### config.mk
export PLATFORM = sky130hd
export DESIGN_NAME = mem_wb_pl
export DESIGN_NICKNAME = d
export VERILOG_FILES = /design/src/rtl/pl_pkg.sv /design/src/rtl/load_align.sv /design/src/rtl/mem_wb_pl.sv
export SDC_FILE = /design/constraint.sdc
export NUM_CORES = 1
export LEC_CHECK = 0
export BUFFER_PORTS_ARGS = -buffer_cell sky130_fd_sc_hd__buf_2
export CELL_PAD_IN_SITES_DETAIL_PLACEMENT = 2
export CELL_PAD_IN_SITES_GLOBAL_PLACEMENT = 2
export CORE_MARGIN = 2
export CORE_UTILIZATION = 32
export CTS_CLUSTER_SIZE = 24
export DETAILED_ROUTE_END_ITERATION = 6
export GPL_TIMING_DRIVEN = 0
export PLACE_DENSITY_LB_ADDON = 0.1
export SYNTH_ARGS = -nofsm -noshare
export SYNTH_HDL_FRONTEND = slang
export SYNTH_SLANG_ARGS = --single-unit
### constraint.sdc
create_clock -name i_clk -period 2.8 [get_ports i_clk]
set_input_delay 0.28 -clock i_clk [delete_from_list [all_inputs] [get_ports i_clk]]
set_output_delay 0.28 -clock i_clk [all_outputs]
set_load 0.03 [all_outputs]
### src/rtl/pl_pkg.sv
// Shared pipeline package for the RV32I core.
// Holds the writeback-source enum, the load funct3 codes and the
// MEM/WB pipeline register layout.
package pl_pkg;

  typedef enum logic [1:0] {
    WB_ALU  = 2'd0,
    WB_LOAD = 2'd1,
    WB_PC4  = 2'd2,
    WB_RSVD = 2'd3
  } wb_sel_e;

  localparam logic [2:0] F3_LB  = 3'b000;
  localparam logic [2:0] F3_LH  = 3'b001;
  localparam logic [2:0] F3_LW  = 3'b010;
  localparam logic [2:0] F3_LBU = 3'b100;
  localparam logic [2:0] F3_LHU = 3'b101;

  typedef struct packed {
    logic        valid;
    logic [31:0] pc;
    logic [31:0] alu_data;
    logic [31:0] ld_data;
    logic [2:0]  funct3;
    wb_sel_e     wb_sel;
    logic [4:0]  rd_addr;
    logic        rd_wren;
  } wb_reg_t;

endpackage

### src/rtl/load_align.sv
// Load data alignment / extension (combinational).
// Ports:
//   ld_data  in  32  raw aligned word from the LSU
//   offset   in  2   byte offset within the word (address[1:0])
//   funct3   in  3   load size/sign code
//   ld_ext   out 32  selected and sign/zero-extended load value
module load_align
  import pl_pkg::*;
(
  input  logic [31:0] ld_data,
  input  logic [1:0]  offset,
  input  logic [2:0]  funct3,
  output logic [31:0] ld_ext
);

  logic [7:0]  byte_sel;
  logic [15:0] half_sel;

  always_comb begin
    byte_sel = ld_data[7:0];
    case (offset)
      2'd1:    byte_sel = ld_data[15:8];
      2'd2:    byte_sel = ld_data[23:16];
      2'd3:    byte_sel = ld_data[31:24];
      default: byte_sel = ld_data[7:0];
    endcase
  end

  // offset[0] is ignored for halfwords; misaligned accesses trap upstream.
  assign half_sel = offset[1] ? ld_data[31:16] : ld_data[15:0];

  always_comb begin
    ld_ext = ld_data;  // lw and unused codes pass the word through
    case (funct3)
      F3_LB:   ld_ext = {{24{byte_sel[7]}}, byte_sel};
      F3_LBU:  ld_ext = {24'd0, byte_sel};
      F3_LH:   ld_ext = {{16{half_sel[15]}}, half_sel};
      F3_LHU:  ld_ext = {16'd0, half_sel};
      default: ld_ext = ld_data;
    endcase
  end

endmodule

### src/rtl/mem_wb_pl.sv
// MEM/WB pipeline register and writeback stage.
// Captures MEM results, aligns load data, selects the writeback source
// and drives the register file write port. Emits a retire pulse and,
// when WB_RETIRE_CNT_EN is defined, a CNT_W-bit retired-instruction
// counter (otherwise o_retire_cnt is tied to 0).
// Ports:
//   i_clk, i_reset_n        clock, async active-low reset
//   i_mem_*                 MEM stage instruction fields
//   i_stall / i_flush       hold / bubble the WB register (flush wins)
//   o_rd_addr/data/wren     register file write port
//   o_wb_valid, o_wb_pc     WB entry status
//   o_retire, o_retire_cnt  retire pulse and count
module mem_wb_pl
  import pl_pkg::*;
#(
  parameter int CNT_W = 64
) (
  input  logic             i_clk,
  input  logic             i_reset_n,
  input  logic             i_mem_valid,
  input  logic [31:0]      i_mem_pc,
  input  logic [31:0]      i_mem_alu_data,
  input  logic [31:0]      i_mem_ld_data,
  input  logic [2:0]       i_mem_funct3,
  input  logic [1:0]       i_mem_wb_sel,
  input  logic [4:0]       i_mem_rd_addr,
  input  logic             i_mem_rd_wren,
  input  logic             i_stall,
  input  logic             i_flush,
  output logic [4:0]       o_rd_addr,
  output logic [31:0]      o_rd_data,
  output logic             o_rd_wren,
  output logic             o_wb_valid,
  output logic [31:0]      o_wb_pc,
  output logic             o_retire,
  output logic [CNT_W-1:0] o_retire_cnt
);

  wb_reg_t     wb_q;
  logic [31:0] ld_ext;

  // Flush only kills valid; the remaining fields are don't-care for a bubble.
  always_ff @(posedge i_clk or negedge i_reset_n) begin
    if (!i_reset_n) begin
      wb_q <= '0;
    end else if (i_flush) begin
      wb_q.valid <= 1'b0;
    end else if (!i_stall) begin
      wb_q <= '{valid:    i_mem_valid,
                pc:       i_mem_pc,
                alu_data: i_mem_alu_data,
                ld_data:  i_mem_ld_data,
                funct3:   i_mem_funct3,
                wb_sel:   wb_sel_e'(i_mem_wb_sel),
                rd_addr:  i_mem_rd_addr,
                rd_wren:  i_mem_rd_wren};
    end
  end

  load_align u_load_align (
    .ld_data (wb_q.ld_data),
    .offset  (wb_q.alu_data[1:0]),
    .funct3  (wb_q.funct3),
    .ld_ext  (ld_ext)
  );

  always_comb begin
    o_rd_data = wb_q.alu_data;  // WB_ALU and reserved code
    case (wb_q.wb_sel)
      WB_LOAD: o_rd_data = ld_ext;
      WB_PC4:  o_rd_data = wb_q.pc + 32'd4;  // wraps mod 2^32
      default: o_rd_data = wb_q.alu_data;
    endcase
  end

  assign o_rd_addr  = wb_q.rd_addr;
  // Stays high while stalled: rewriting the same value is harmless.
  assign o_rd_wren  = wb_q.valid & wb_q.rd_wren & (wb_q.rd_addr != 5'd0);
  assign o_wb_valid = wb_q.valid;
  assign o_wb_pc    = wb_q.pc;
  assign o_retire   = wb_q.valid & ~i_stall;

`ifdef WB_RETIRE_CNT_EN
  logic [CNT_W-1:0] cnt_q;

  always_ff @(posedge i_clk or negedge i_reset_n) begin
    if (!i_reset_n)    cnt_q <= '0;
    else if (o_retire) cnt_q <= cnt_q + CNT_W'(1);
  end

  assign o_retire_cnt = cnt_q;
`else
  assign o_retire_cnt = '0;
`endif

endmodule

==> tab_implementation.tex, run 1 <==
\begin{tabular}{lr}
\hline
Metric & Value \\
\hline
\multicolumn{2}{l}{\textbf{Synth}} \\
Ys async rst share & 100.0\% \\
Combinational family with the most area after synthesis & multiplexers \\
Number of different library cells in the post-synthesis netlist & 52 \\
Area of the mapped netlist & 0.006533 mm\^{}2 \\
Post-synth EDFFs & 0 \\
Multiplexer fraction of the synthesized cell area & 18.94\% \\
Synth Area in Compound Gates & 10.29\% \\
Synth Instances & 617 \\
Synth Area in Adders & 0.5746\% \\
Register bit total from synthesis & 108 \\
Ys Warns & 0 \\
Leading area contributor after synthesis & dfrtp\_1 \\
XOR/XNOR Fraction of Synth Area & 3.754\% \\
Synth Area in Simple Gates & 10.76\% \\
Syn avg cell area & 10.59 um\^{}2 \\
Sequential share of the synthesized area & 41.37\% \\
Top cell type's share of synthesized area & 41.37\% \\
Top\_reg\_cell synth & dfrtp\_1 \\
Synth area leaders & dfrtp\_1 41\%, mux2\_2 17\%, buf\_4 12\%, xnor2\_1 2.9\%, nand2\_1 2.8\% \\
\multicolumn{2}{l}{\textbf{Route}} \\
Vias & 5486 \\
Detailed-routing iteration count for the pre-antenna-repair pass & 4 \\
Final wirelength & 23690 um \\
Remaining number of nets flagged by the antenna check after routing & 0 \\
Violation count after the first detailed-route iteration & 220 \\
Wire per inst & 20.62 um \\
Via count normalized by instance count & 4.775 \\
DRC violation count after routing & 0 \\
\multicolumn{2}{l}{\textbf{Cells and area}} \\
Proportion of layout cells with a drive suffix above 1 & 50.97\% \\
Layout net count & 990 \\
Area delta synth->final & 30.03\% \\
Diode count & 0 \\
Utilization after layout & 42.25\% \\
Fill cell instance count of the final layout & 2196 \\
\multicolumn{2}{l}{\textbf{Clock tree}} \\
Clock tree from TritonCTS & built \\
Inserted Clock Buffers & 9 \\
Clk\_lat worst skew & 0.36 ns \\
Register clock-pin slew on the reported worst setup and hold paths & 0.08 ns \\
Root buffer cell & clkbuf\_16 \\
Level count of the clock H-tree & 3 \\
Maximum root-to-sink buffer count & 2 \\
Number of sinks driven by the clock tree & 108 \\
\multicolumn{2}{l}{\textbf{Global routing}} \\
Antenna violations before repair & 0 \\
Global Route Usage Sum & 21.95\% \\
Wire length of the first global-routing pass & 36130 um \\
Overflow after GRT & 0 \\
Pin count of the biggest net entering global routing & 58 \\
Number of global-route vias before repair & 6017 \\
\multicolumn{2}{l}{\textbf{Hold path}} \\
End point of the most critical hold path & o\_wb\_valid\$\_DFFE\_PN0P\_ \\
Worst hold path cell count & 2 \\
Tightest Hold Check Type & in2reg \\
Start point of the worst hold path & i\_flush \\
\multicolumn{2}{l}{\textbf{Floorplanning}} \\
DIE AREA & 0.02157 mm\^{}2 \\
Boundary Pins & 248 \\
Effective utilization at floorplan & 32.49\% \\
Die boundary width & 146.9 um \\
Core region area & 0.02010 mm\^{}2 \\
Row count & 52 \\
Die extent in y & 146.9 um \\
\multicolumn{2}{l}{\textbf{Setup path}} \\
Worst Setup SP & wb\_q[6]\$\_DFFE\_PN0P\_ \\
Worst EP required & 2.52 ns \\
Setup slack of the most critical reg-to-reg path & 1.52 ns \\
Reg2reg start & wb\_q[44]\$\_DFFE\_PN0P\_ \\
Category of the worst setup path capture point & primary output \\
Worst reg2reg endpoint & wb\_q[44]\$\_DFFE\_PN0P\_ \\
CP startpoint kind & flip-flop \\
Data arrival time of the critical path & 2.42 ns \\
Path depth of the worst reg2reg path & 3 \\
Crit Path Category & reg2out \\
Crit-path max FO & 7 \\
\multicolumn{2}{l}{\textbf{Job}} \\
Count of max-cap constraint violations & 0 \\
\multicolumn{2}{l}{\textbf{STA}} \\
Max-slew violation count & 0 \\
Final setup violation count & 0 \\
Final worst setup slack & 0.1012 ns \\
Final worst-path cycle share & 96.38\% \\
Min Hold Slack & 0.07641 ns \\
Post-layout minimum cycle time & 2.699 ns \\
Setup repair after global routing missed its margin & yes \\
Number of endpoints with negative hold slack in the final report & 0 \\
Setup tns final & 0 ns \\
Worst setup skew after layout & 0 ns \\
Max-slew headroom at the worst pin & 37.49\% \\
Actual transition at the worst max-transition pin & 0.9342 ns \\
Achievable Freq & 370.5 MHz \\
\multicolumn{2}{l}{\textbf{Power}} \\
Pwr Density & 659.5 mW/mm\^{}2 \\
Pleak & 4.012 nW \\
Worst-case vdd ir drop & 0.0003240 V \\
\multicolumn{2}{l}{\textbf{Place}} \\
Sum of net half-perimeters after detailed placement & 18820 um \\
Post-Place Worst Slack & 0.07179 ns \\
PortBufs & 183 \\
Routability Congestion & 0.8896 \\
\multicolumn{2}{l}{\textbf{Run status}} \\
Outcome & completed \\
\hline
\end{tabular}
flip-flops by register name, summed over array words and instances (netlist names):
signal,count
wb_q,70
o_rd_addr,5
o_wb_pc,32
o_wb_valid,1
per-stage QoR:
| stage | cells | cell area (um^2) | power [mW] |
|---|---|---|---|
| finish | 1149 | 8494 | 5.602 |
| global route | 1149 | 8494 | 5.893 |
| CTS | 1150 | 8417 | 5.622 |
| detailed placement | 1134 | 8053 | 4.219 |
| global placement | 1133 | 8023 | 4.152 |
| floorplan | 680 | 6769 | 3.483 |
metal layers:
layer / vias to the layer above / share of wire (%) / global-route usage [%]
li1: 2532 / - / -
met1: 2783 / 44 / 28.95
met2: 150 / 50 / 37.32
met3: 21 / 3.9 / 3.478
met4: 0 / 1.8 / 6.456
met5: - / 0 / 0
synth_stat cells, drive strengths merged (7+ instances only):
cell type and count:
xnor2 22, nor3 9, nand3 8, clkbuf 22, mux2 97, o21ai 29
dfrtp 108, o221ai 19, a21oi 24, nand2 48, buf 111, nor2b 7
mux2i 10, nand4 8, nor2 16, inv 11
placed cells by master, fill, tap and decap left out, drive strengths merged, types with 3 or more instances in the layout:
master / Yosys / final
buf: 111 / 296
o211ai: 3 / 3
and2: 5 / 5
mux2i: 10 / 10
conb: 1 / 64
a22oi: 5 / 5
a221oi: 3 / 3
dfrtp: 108 / 108
clkbuf: 22 / 31
nand4: 8 / 8
nand3: 8 / 8
xor2: 6 / 6
xnor2: 22 / 22
inv: 11 / 13
nor2: 16 / 16
nor3b: 5 / 5
nor3: 9 / 9
nor2b: 7 / 7
nand2: 48 / 48
nor4: 3 / 3
a221o: 3 / 3
mux2: 97 / 97
ha: 3 / 3
and4: 4 / 4
o221ai: 19 / 19
nand2b: 5 / 5
o21ai: 29 / 29
a32oi: 3 / 3
a21oi: 24 / 24
critical path, cell delays in order, from the launching register on:
cell      delay, ns
dfrtp_1        0.38
inv_1          0.08
ha_1           0.40
nand2b_2       0.33
a221oi_1       0.48
a221o_1        0.18
buf_2          0.20
cells by family after synthesis:
family | Yosys count
buf+inv | 144
simple gates | 124
mux | 109
flops | 108
compound gates | 100
xor+xnor | 28
fa+ha+maj | 3
other cells | 1
how the worst max path moves through the flow:
stage               endpoint  slack, ns
3_5_place_dp   o_rd_data[15]       0.07
5_1_grt        o_rd_data[30]      -0.03
2_1_floorplan  o_rd_data[18]       0.44
4_1_cts         o_rd_data[9]     0.0008
3_3_place_gp   o_rd_data[30]       0.10
6_report        o_rd_data[9]       0.10
power by group:
part,total (mW),switching (mW),internal [mW]
sequential,2.06,0.271,1.79
combinational,2.19,1.35,0.837
clock,1.36,0.612,0.745
final cells by class:
class	instances	area (um^2)	area share [%]
Buffer	130	893.4	10.52
Tap cell	270	337.8	3.977
Timing Repair Buffer	187	973.4	11.46
Clock inverter	4	55.05	0.6481
Multi-Input combinational cell	428	3234	38.08
Inverter	11	41.29	0.4861
Clock buffer	11	252.7	2.975
Sequential cell	108	2706	31.86
what timing repair did:
item,in CTS,in global routing
gates resized for setup,16,25
hold buffers,1,0
setup endpoints to repair,30,26
buffers inserted,1,1
hold endpoints to repair,3,0
pin swaps,1,0
Power figures use the tool's default switching activity.
==> run 2, diff against run 1 <==
Settings changed: CORE_UTILIZATION 32 to 30, REMOVE_ABC_BUFFERS from default to 1.
Clock period 2.8 ns to 3.05 ns, I/O delays scaled along.
==> run 2 against run 1 <==
Effect of this change:
- non-clock buffer count is 123 lower
- register-to-register slack better by 0.28 ns
- first-iteration DRC count down 42%
- core utilization is 6.2 points lower
- worst setup slack gained 0.074 ns
- hold slack gained 0.075 ns
- sequential power decreased by 8%
- combinational power decreased by 21%
- sequential share of layout area grew 3.5 points
- critical path type unchanged
- largest power group is now sequential cells
==> tab_implementation.tex, run 2 (synthesis gave the netlist of run 1 again) <==
\begin{tabular}{lr}
\hline
Metric & Value \\
\hline
\multicolumn{2}{l}{\textbf{Cells and area}} \\
Proportion of layout cells with a drive suffix above 1 & 43.12\% \\
Max reg flops & 70 \\
Area delta synth->final & 17.20\% \\
Most common cell after layout, fill and taps aside & buf\_2 \\
Register containing the most flip-flops in the final layout & wb\_q \\
Commonest cells after routing, fill and taps aside & 182 x buf\_2, 106 x dfrtp\_1, 97 x mux2\_2, 64 x conb\_1, 48 x nand2\_1 \\
Post-route standard cell area excluding fillers & 0.007656 mm\^{}2 \\
Layout net count & 867 \\
\multicolumn{2}{l}{\textbf{Route}} \\
Via count normalized by instance count & 4.780 \\
Final wirelength & 20220 um \\
DRC violation count after routing & 0 \\
Remaining number of nets flagged by the antenna check after routing & 0 \\
Violation count after the first detailed-route iteration & 127 \\
Vias & 4933 \\
Wire per inst & 19.59 um \\
Detailed-routing iteration count for the pre-antenna-repair pass & 4 \\
\multicolumn{2}{l}{\textbf{Global routing}} \\
Number of global-route vias before repair & 5319 \\
Overflow after GRT & 0 \\
Global Route Usage Sum & 17.66\% \\
Antenna violations before repair & 4 \\
Pin count of the biggest net entering global routing & 64 \\
Wire length of the first global-routing pass & 30760 um \\
\multicolumn{2}{l}{\textbf{Job}} \\
Count of max-cap constraint violations & 0 \\
\multicolumn{2}{l}{\textbf{Setup path}} \\
Worst EP required & 2.74 ns \\
Category of the worst setup path capture point & primary output \\
Crit Path Category & reg2out \\
Worst Setup SP & wb\_q[44]\$\_DFFE\_PN0P\_ \\
Data arrival time of the critical path & 2.57 ns \\
Worst setup endpoint & o\_rd\_data[13] \\
Setup slack of the most critical reg-to-reg path & 1.80 ns \\
Worst reg2reg endpoint & wb\_q[9]\$\_DFFE\_PN0P\_ \\
Crit-path max FO & 22 \\
CP startpoint kind & flip-flop \\
Reg2reg start & wb\_q[9]\$\_DFFE\_PN0P\_ \\
Path depth of the worst reg2reg path & 2 \\
\multicolumn{2}{l}{\textbf{Clock tree}} \\
Register clock-pin slew on the reported worst setup and hold paths & 0.07 ns \\
Inserted Clock Buffers & 9 \\
Number of sinks driven by the clock tree & 108 \\
Clock tree from TritonCTS & built \\
Level count of the clock H-tree & 3 \\
Clk\_lat worst skew & 0.35 ns \\
Root buffer cell & clkbuf\_16 \\
Maximum root-to-sink buffer count & 2 \\
\multicolumn{2}{l}{\textbf{Run status}} \\
Outcome & completed \\
\multicolumn{2}{l}{\textbf{STA}} \\
Actual transition at the worst max-transition pin & 0.7755 ns \\
Max-slew headroom at the worst pin & 48.24\% \\
Final setup violation count & 0 \\
Post-layout minimum cycle time & 2.875 ns \\
Max-slew violation count & 0 \\
Min Hold Slack & 0.1509 ns \\
Number of endpoints with negative hold slack in the final report & 0 \\
Setup tns final & 0 ns \\
Achievable Freq & 347.8 MHz \\
Worst setup skew after layout & 0 ns \\
Final worst-path cycle share & 94.26\% \\
Setup repair after global routing missed its margin & no \\
\multicolumn{2}{l}{\textbf{Power}} \\
Worst-case vdd ir drop & 0.0002526 V \\
Pwr Density & 630.4 mW/mm\^{}2 \\
Pleak & 3.425 nW \\
\multicolumn{2}{l}{\textbf{Floorplanning}} \\
Die extent in y & 151.6 um \\
Boundary Pins & 248 \\
Core region area & 0.02122 mm\^{}2 \\
Effective utilization at floorplan & 30.78\% \\
DIE AREA & 0.02297 mm\^{}2 \\
Row count & 53 \\
Die boundary width & 151.6 um \\
\multicolumn{2}{l}{\textbf{Hold path}} \\
Tightest Hold Check Type & in2reg \\
\multicolumn{2}{l}{\textbf{Place}} \\
Sum of net half-perimeters after detailed placement & 15460 um \\
Routability Congestion & 0.8155 \\
Post-detailed-placement cell area & 0.007243 mm\^{}2 \\
PortBufs & 183 \\
\hline
\end{tabular}
## run 2: cell count changes in the layout (fill, tap and decap cells not counted), sizes merged
cell      delta
inv          -2
clkbuf      -18
clkinvlp     -1
diode        +1
buf        -103
clkinv       +1
## run 2: per-layer routing
metal / GRT usage [%] / part of all wire (%) / vias to the layer above
met4: 4.213 / 0.96 / 4
met1: 22.93 / 43 / 2464
met2: 29.80 / 50 / 162
met3: 4.222 / 6.5 / 15
li1: - / - / 2288
met5: 0 / 0.13 / -
## run 2: what timing repair did
item                       in CTS  in global routing
pin swaps                       0                  1
hold buffers                    1                  0
hold endpoints to repair       45                  0
resized for setup              10                  5
setup buffers                   0                  6
setup endpoints to repair      31                 18
## run 2: layout make-up
type | count | area, um^2
diodes | 1 | 2.502
clock buffers | 13 | 250.2
clock inverters | 2 | 35.03
fillers | 2380 | 13560
inverters | 11 | 41.29
multi-input cells | 428 | 3196
flip-flops and latches | 108 | 2710
well taps | 275 | 344.1
repair buffers | 194 | 1077
## run 2: metrics by stage
stage               utilization, %  worst slack [ns]  std cells  total power [mW]
floorplan                        -            -2.569        547             3.018
global placement             33.64            -5.400       1005             3.610
detailed placement           34.13           -0.2174       1009             3.645
CTS                          35.69          -0.01129       1025             4.885
global route                 36.07           0.04781       1031             5.117
finish                       36.08            0.1752       1032             4.826
## run 2: worst min-delay path by stage
stage / slack, ns / from / endpoint / cells past startpoint
finish: 0.15 / i_flush / o_wb_valid$_DFFE_PN0P_ / 2
global placement: 0.48 / i_flush / o_wb_valid$_DFFE_PN0P_ / 2
detailed placement: 0.28 / i_reset_n / o_rd_addr[2]$_DFFE_PN0P_ / 1
global route: 0.15 / i_flush / o_wb_valid$_DFFE_PN0P_ / 2
CTS: 0.14 / i_flush / o_wb_valid$_DFFE_PN0P_ / 2
floorplan: 0.009 / i_reset_n / o_rd_addr[0]$_DFFE_PN0P_ / 0
## run 2: critical path, cell delays in order, from the launching register on
cell      delay, ns
dfrtp_4        0.61
mux4_2         0.40
nor3b_4        0.31
nor2_1         0.12
a221oi_1       0.41
a221o_1        0.17
buf_2          0.19
## run 2: power breakdown
part | leakage, nW | internal [mW] | switching [mW]
Combinational | 2.01 | 0.624 | 1.11
Sequential | 1.27 | 1.64 | 0.257
Clock | 0.140 | 0.656 | 0.539
==> run 3, diff against run 2 <==
Settings changed: ABC_AREA from default to 1, CORE_UTILIZATION 30 to 27.
==> run 3 against run 2 <==
Effect of this change:
- fmax increased by 0.93%
- critical path depth increased by 1
- sequential share of layout area decreased by 2.0 points
- global-route usage increased by 1.2 points
- synthesized area increased by 7.5%
- flip-flop and latch count unchanged
- register-to-register slack improved by 0.02 ns
- core utilization decreased by 4.6 points
- via count increased by 29%
- critical path type unchanged
- critical endpoint is now o_rd_data[6]
- highest routed layer unchanged
==> tab_implementation.tex, run 3 <==
\begin{tabular}{lr}
\hline
Metric & Value \\
\hline
\multicolumn{2}{l}{\textbf{Power}} \\
Comb power frac & 37.2\% \\
Power after layout & 4.863 mW \\
Proportion of power drawn by the clock network & 25.2\% \\
Switching share of power & 43.57\% \\
Pwr Density & 599.3 mW/mm\^{}2 \\
Worst-case vdd ir drop & 0.0002546 V \\
Pleak & 3.921 nW \\
Sequential Power Share & 37.6\% \\
Net switching power of the design & 2.119 mW \\
Internal cell power & 2.744 mW \\
\multicolumn{2}{l}{\textbf{Cells and area}} \\
Post-route standard cell area excluding fillers & 0.008115 mm\^{}2 \\
Max reg flops & 70 \\
Commonest cells after routing, fill and taps aside & 269 x nand2\_1, 182 x buf\_2, 105 x dfrtp\_1, 93 x o21ai\_0, 71 x inv\_1 \\
Proportion of layout cells with a drive suffix above 1 & 26.79\% \\
Most common cell after layout, fill and taps aside & nand2\_1 \\
Area delta synth->final & 15.55\% \\
Layout net count & 1174 \\
Register containing the most flip-flops in the final layout & wb\_q \\
\multicolumn{2}{l}{\textbf{Synth}} \\
Sequential share of the synthesized area & 38.48\% \\
Post-synth EDFFs & 0 \\
Ys async rst share & 100.0\% \\
Ys Warns & 0 \\
Syn avg cell area & 7.519 um\^{}2 \\
Library cell with the highest instance count after synthesis & nand2\_1 \\
Synth area leaders & dfrtp\_1 38\%, nand2\_1 14\%, buf\_4 11\%, mux2\_2 6.9\%, o21ai\_0 6.6\% \\
Register bit total from synthesis & 108 \\
Top\_reg\_cell synth & dfrtp\_1 \\
Top cell type's share of synthesized area & 38.48\% \\
Top cell types by occurrence after synthesis & 269 x nand2\_1, 108 x dfrtp\_1, 102 x buf\_4, 93 x o21ai\_0 \\
Number of different library cells in the post-synthesis netlist & 31 \\
Area of the mapped netlist & 0.007023 mm\^{}2 \\
Synth Instances & 934 \\
Leading area contributor after synthesis & dfrtp\_1 \\
\multicolumn{2}{l}{\textbf{Clock tree}} \\
Number of sinks driven by the clock tree & 108 \\
Post-CTS setup buffer count & 0 \\
Maximum root-to-sink buffer count & 2 \\
Clk\_lat worst skew & 0.37 ns \\
Level count of the clock H-tree & 3 \\
Inserted Clock Buffers & 9 \\
Root buffer cell & clkbuf\_16 \\
Clock tree from TritonCTS & built \\
Register clock-pin slew on the reported worst setup and hold paths & 0.09 ns \\
\multicolumn{2}{l}{\textbf{Setup path}} \\
Data arrival time of the critical path & 2.54 ns \\
Worst EP required & 2.74 ns \\
Critical path cell sequence & inv\_2 -> nand2\_1 -> o21ai\_0 -> a21oi\_1 -> o21ai\_1 -> a21oi\_1 -> buf\_2 \\
Critical Path Slowest Stage Cell & dfrtp\_4 \\
Category of the worst setup path capture point & primary output \\
CP startpoint kind & flip-flop \\
Crit Path Category & reg2out \\
Worst Setup SP & wb\_q[9]\$\_DFFE\_PN0P\_ \\
Cell with the most instances on the worst path & a21oi\_1 \\
Biggest cell delay along the critical path & 0.72 ns \\
Reg2reg start & wb\_q[9]\$\_DFFE\_PN0P\_ \\
Crit-path max FO & 34 \\
\multicolumn{2}{l}{\textbf{STA}} \\
Final worst-path cycle share & 93.39\% \\
Post-layout minimum cycle time & 2.848 ns \\
Max-slew violation count & 0 \\
Number of endpoints with negative hold slack in the final report & 0 \\
Worst setup skew after layout & 0 ns \\
Achievable Freq & 351.1 MHz \\
Actual transition at the worst max-transition pin & 0.6363 ns \\
Max-slew headroom at the worst pin & 57.48\% \\
Setup repair after global routing missed its margin & no \\
Final setup violation count & 0 \\
\multicolumn{2}{l}{\textbf{Place}} \\
Post-detailed-placement cell area & 0.007764 mm\^{}2 \\
Routability Congestion & 0.7842 \\
PortBufs & 183 \\
Sum of net half-perimeters after detailed placement & 19280 um \\
\multicolumn{2}{l}{\textbf{Job}} \\
Count of max-cap constraint violations & 0 \\
\multicolumn{2}{l}{\textbf{Global routing}} \\
Antenna violations before repair & 2 \\
Wire length of the first global-routing pass & 38850 um \\
Pin count of the biggest net entering global routing & 84 \\
Number of global-route vias before repair & 6750 \\
Global Route Usage Sum & 18.91\% \\
Overflow after GRT & 0 \\
\multicolumn{2}{l}{\textbf{Run status}} \\
Outcome & completed \\
\multicolumn{2}{l}{\textbf{Floorplanning}} \\
Die extent in y & 165.3 um \\
Effective utilization at floorplan & 27.26\% \\
DIE AREA & 0.02732 mm\^{}2 \\
Row count & 59 \\
Die boundary width & 165.3 um \\
Boundary Pins & 248 \\
Core region area & 0.02576 mm\^{}2 \\
\multicolumn{2}{l}{\textbf{Hold path}} \\
Start point of the worst hold path & i\_flush \\
Tightest Hold Check Type & in2reg \\
\multicolumn{2}{l}{\textbf{Route}} \\
Vias & 6358 \\
Wire per inst & 17.88 um \\
Via count normalized by instance count & 4.541 \\
DRC violation count after routing & 0 \\
Final wirelength & 25030 um \\
Remaining number of nets flagged by the antenna check after routing & 0 \\
Detailed-routing iteration count for the pre-antenna-repair pass & 4 \\
Violation count after the first detailed-route iteration & 302 \\
\hline
\end{tabular}
## run 3: changes by cell type after synthesis, sizes merged, moves of 9 or more
cell and delta:
a21oi +15, buf +13, inv +65, mux2 -54, mux2i -10, nand2 +221, nand3 +50, nor2 +64
nor3 -9, o21ai +67, o221ai -19, xnor2 -22
## run 3: metal layers
layer  vias to the layer above  part of all wire (%)  global-route usage [%]
met3                        12                   5.0                   3.571
met4                         2                  0.54                   2.727
li1                       3081                     -                       -
met5                         -                 0.044                       0
met2                       149                    49                   32.50
met1                      3114                    46                   25.21
## run 3: layout make-up
class / instances / area, um^2
fill: 3108 / 17650
multi-input combinational: 673 / 3347
sequential: 108 / 2709
timing repair buffer: 189 / 1040
tap: 335 / 419.2
inverter: 78 / 301.5
clock buffer: 10 / 239.0
clock inverter: 6 / 57.56
antenna: 1 / 2.502
## run 3: final timing paths
check                                    endpoint  slack [ns]  depth (start not counted)
max                                  o_rd_data[6]        0.20                          7
min                        o_wb_valid$_DFFE_PN0P_        0.13                          2
max reg2reg                   wb_q[9]$_DFFE_PN0P_        1.82                          2
min reg2reg                  wb_q[63]$_DFFE_PN0P_        0.51                          1
max in group asynchronous    wb_q[44]$_DFFE_PN0P_        1.91                          3
min in group asynchronous  o_wb_pc[8]$_DFFE_PN0P_        0.37                          2
## run 3: critical path: cells and delay by family (launching register included)
| family | cells | cell delay, ns |
|---|---|---|
| flops | 1 | 0.72 |
| compound gates | 4 | 0.71 |
| buf+inv | 2 | 0.43 |
| simple gates | 1 | 0.30 |
## run 3: timing repair
| item | 4_1_cts | 5_1_grt |
|---|---|---|
| hold buffers | 1 | 0 |
| endpoints found under the hold margin | 25 | 0 |
| gates resized for setup | 7 | 5 |
| setup endpoints to repair | 32 | 21 |
| pin swaps | 0 | 1 |
## run 3: stage by stage
step	instances	utilization [%]	TNS [ns]	setup slack, ns	hold WS, ns
floorplan	859	-	-322.49	-3.173	0.009409
global placement	1377	29.65	-749.02	-7.077	0.4814
detailed placement	1382	30.13	-12.16	-0.5923	0.1934
CTS	1399	31.45	0	0.01466	0.1162
global route	1399	31.49	0	0.003318	0.1194
finish	1400	31.50	0	0.2016	0.1322
## run 3: logic make-up (layout without fill, tap and decap cells)
| kind of cell | count (synthesis) | in the layout | synth area share, % |
|---|---|---|---|
| buf+inv | 216 | 283 | 17.76 |
| fa+ha+maj | 3 | 3 | 0.5345 |
| other cells | 1 | 65 | 0.05340 |
| simple gates | 412 | 412 | 24.98 |
| compound gates | 151 | 151 | 11.30 |
| mux | 43 | 43 | 6.895 |
| flops | 108 | 108 | 38.48 |
## run 3: power by group through the flow
stage | clock network [mW] | logic (mW) | registers [mW]
after detailed placement | 0 | 1.83 | 1.86
after global routing | 1.32 | 2.01 | 1.87
after floorplan | 0 | 1.08 | 1.92
after global placement | 0 | 1.83 | 1.86
final | 1.22 | 1.81 | 1.83
after CTS | 1.29 | 1.85 | 1.83
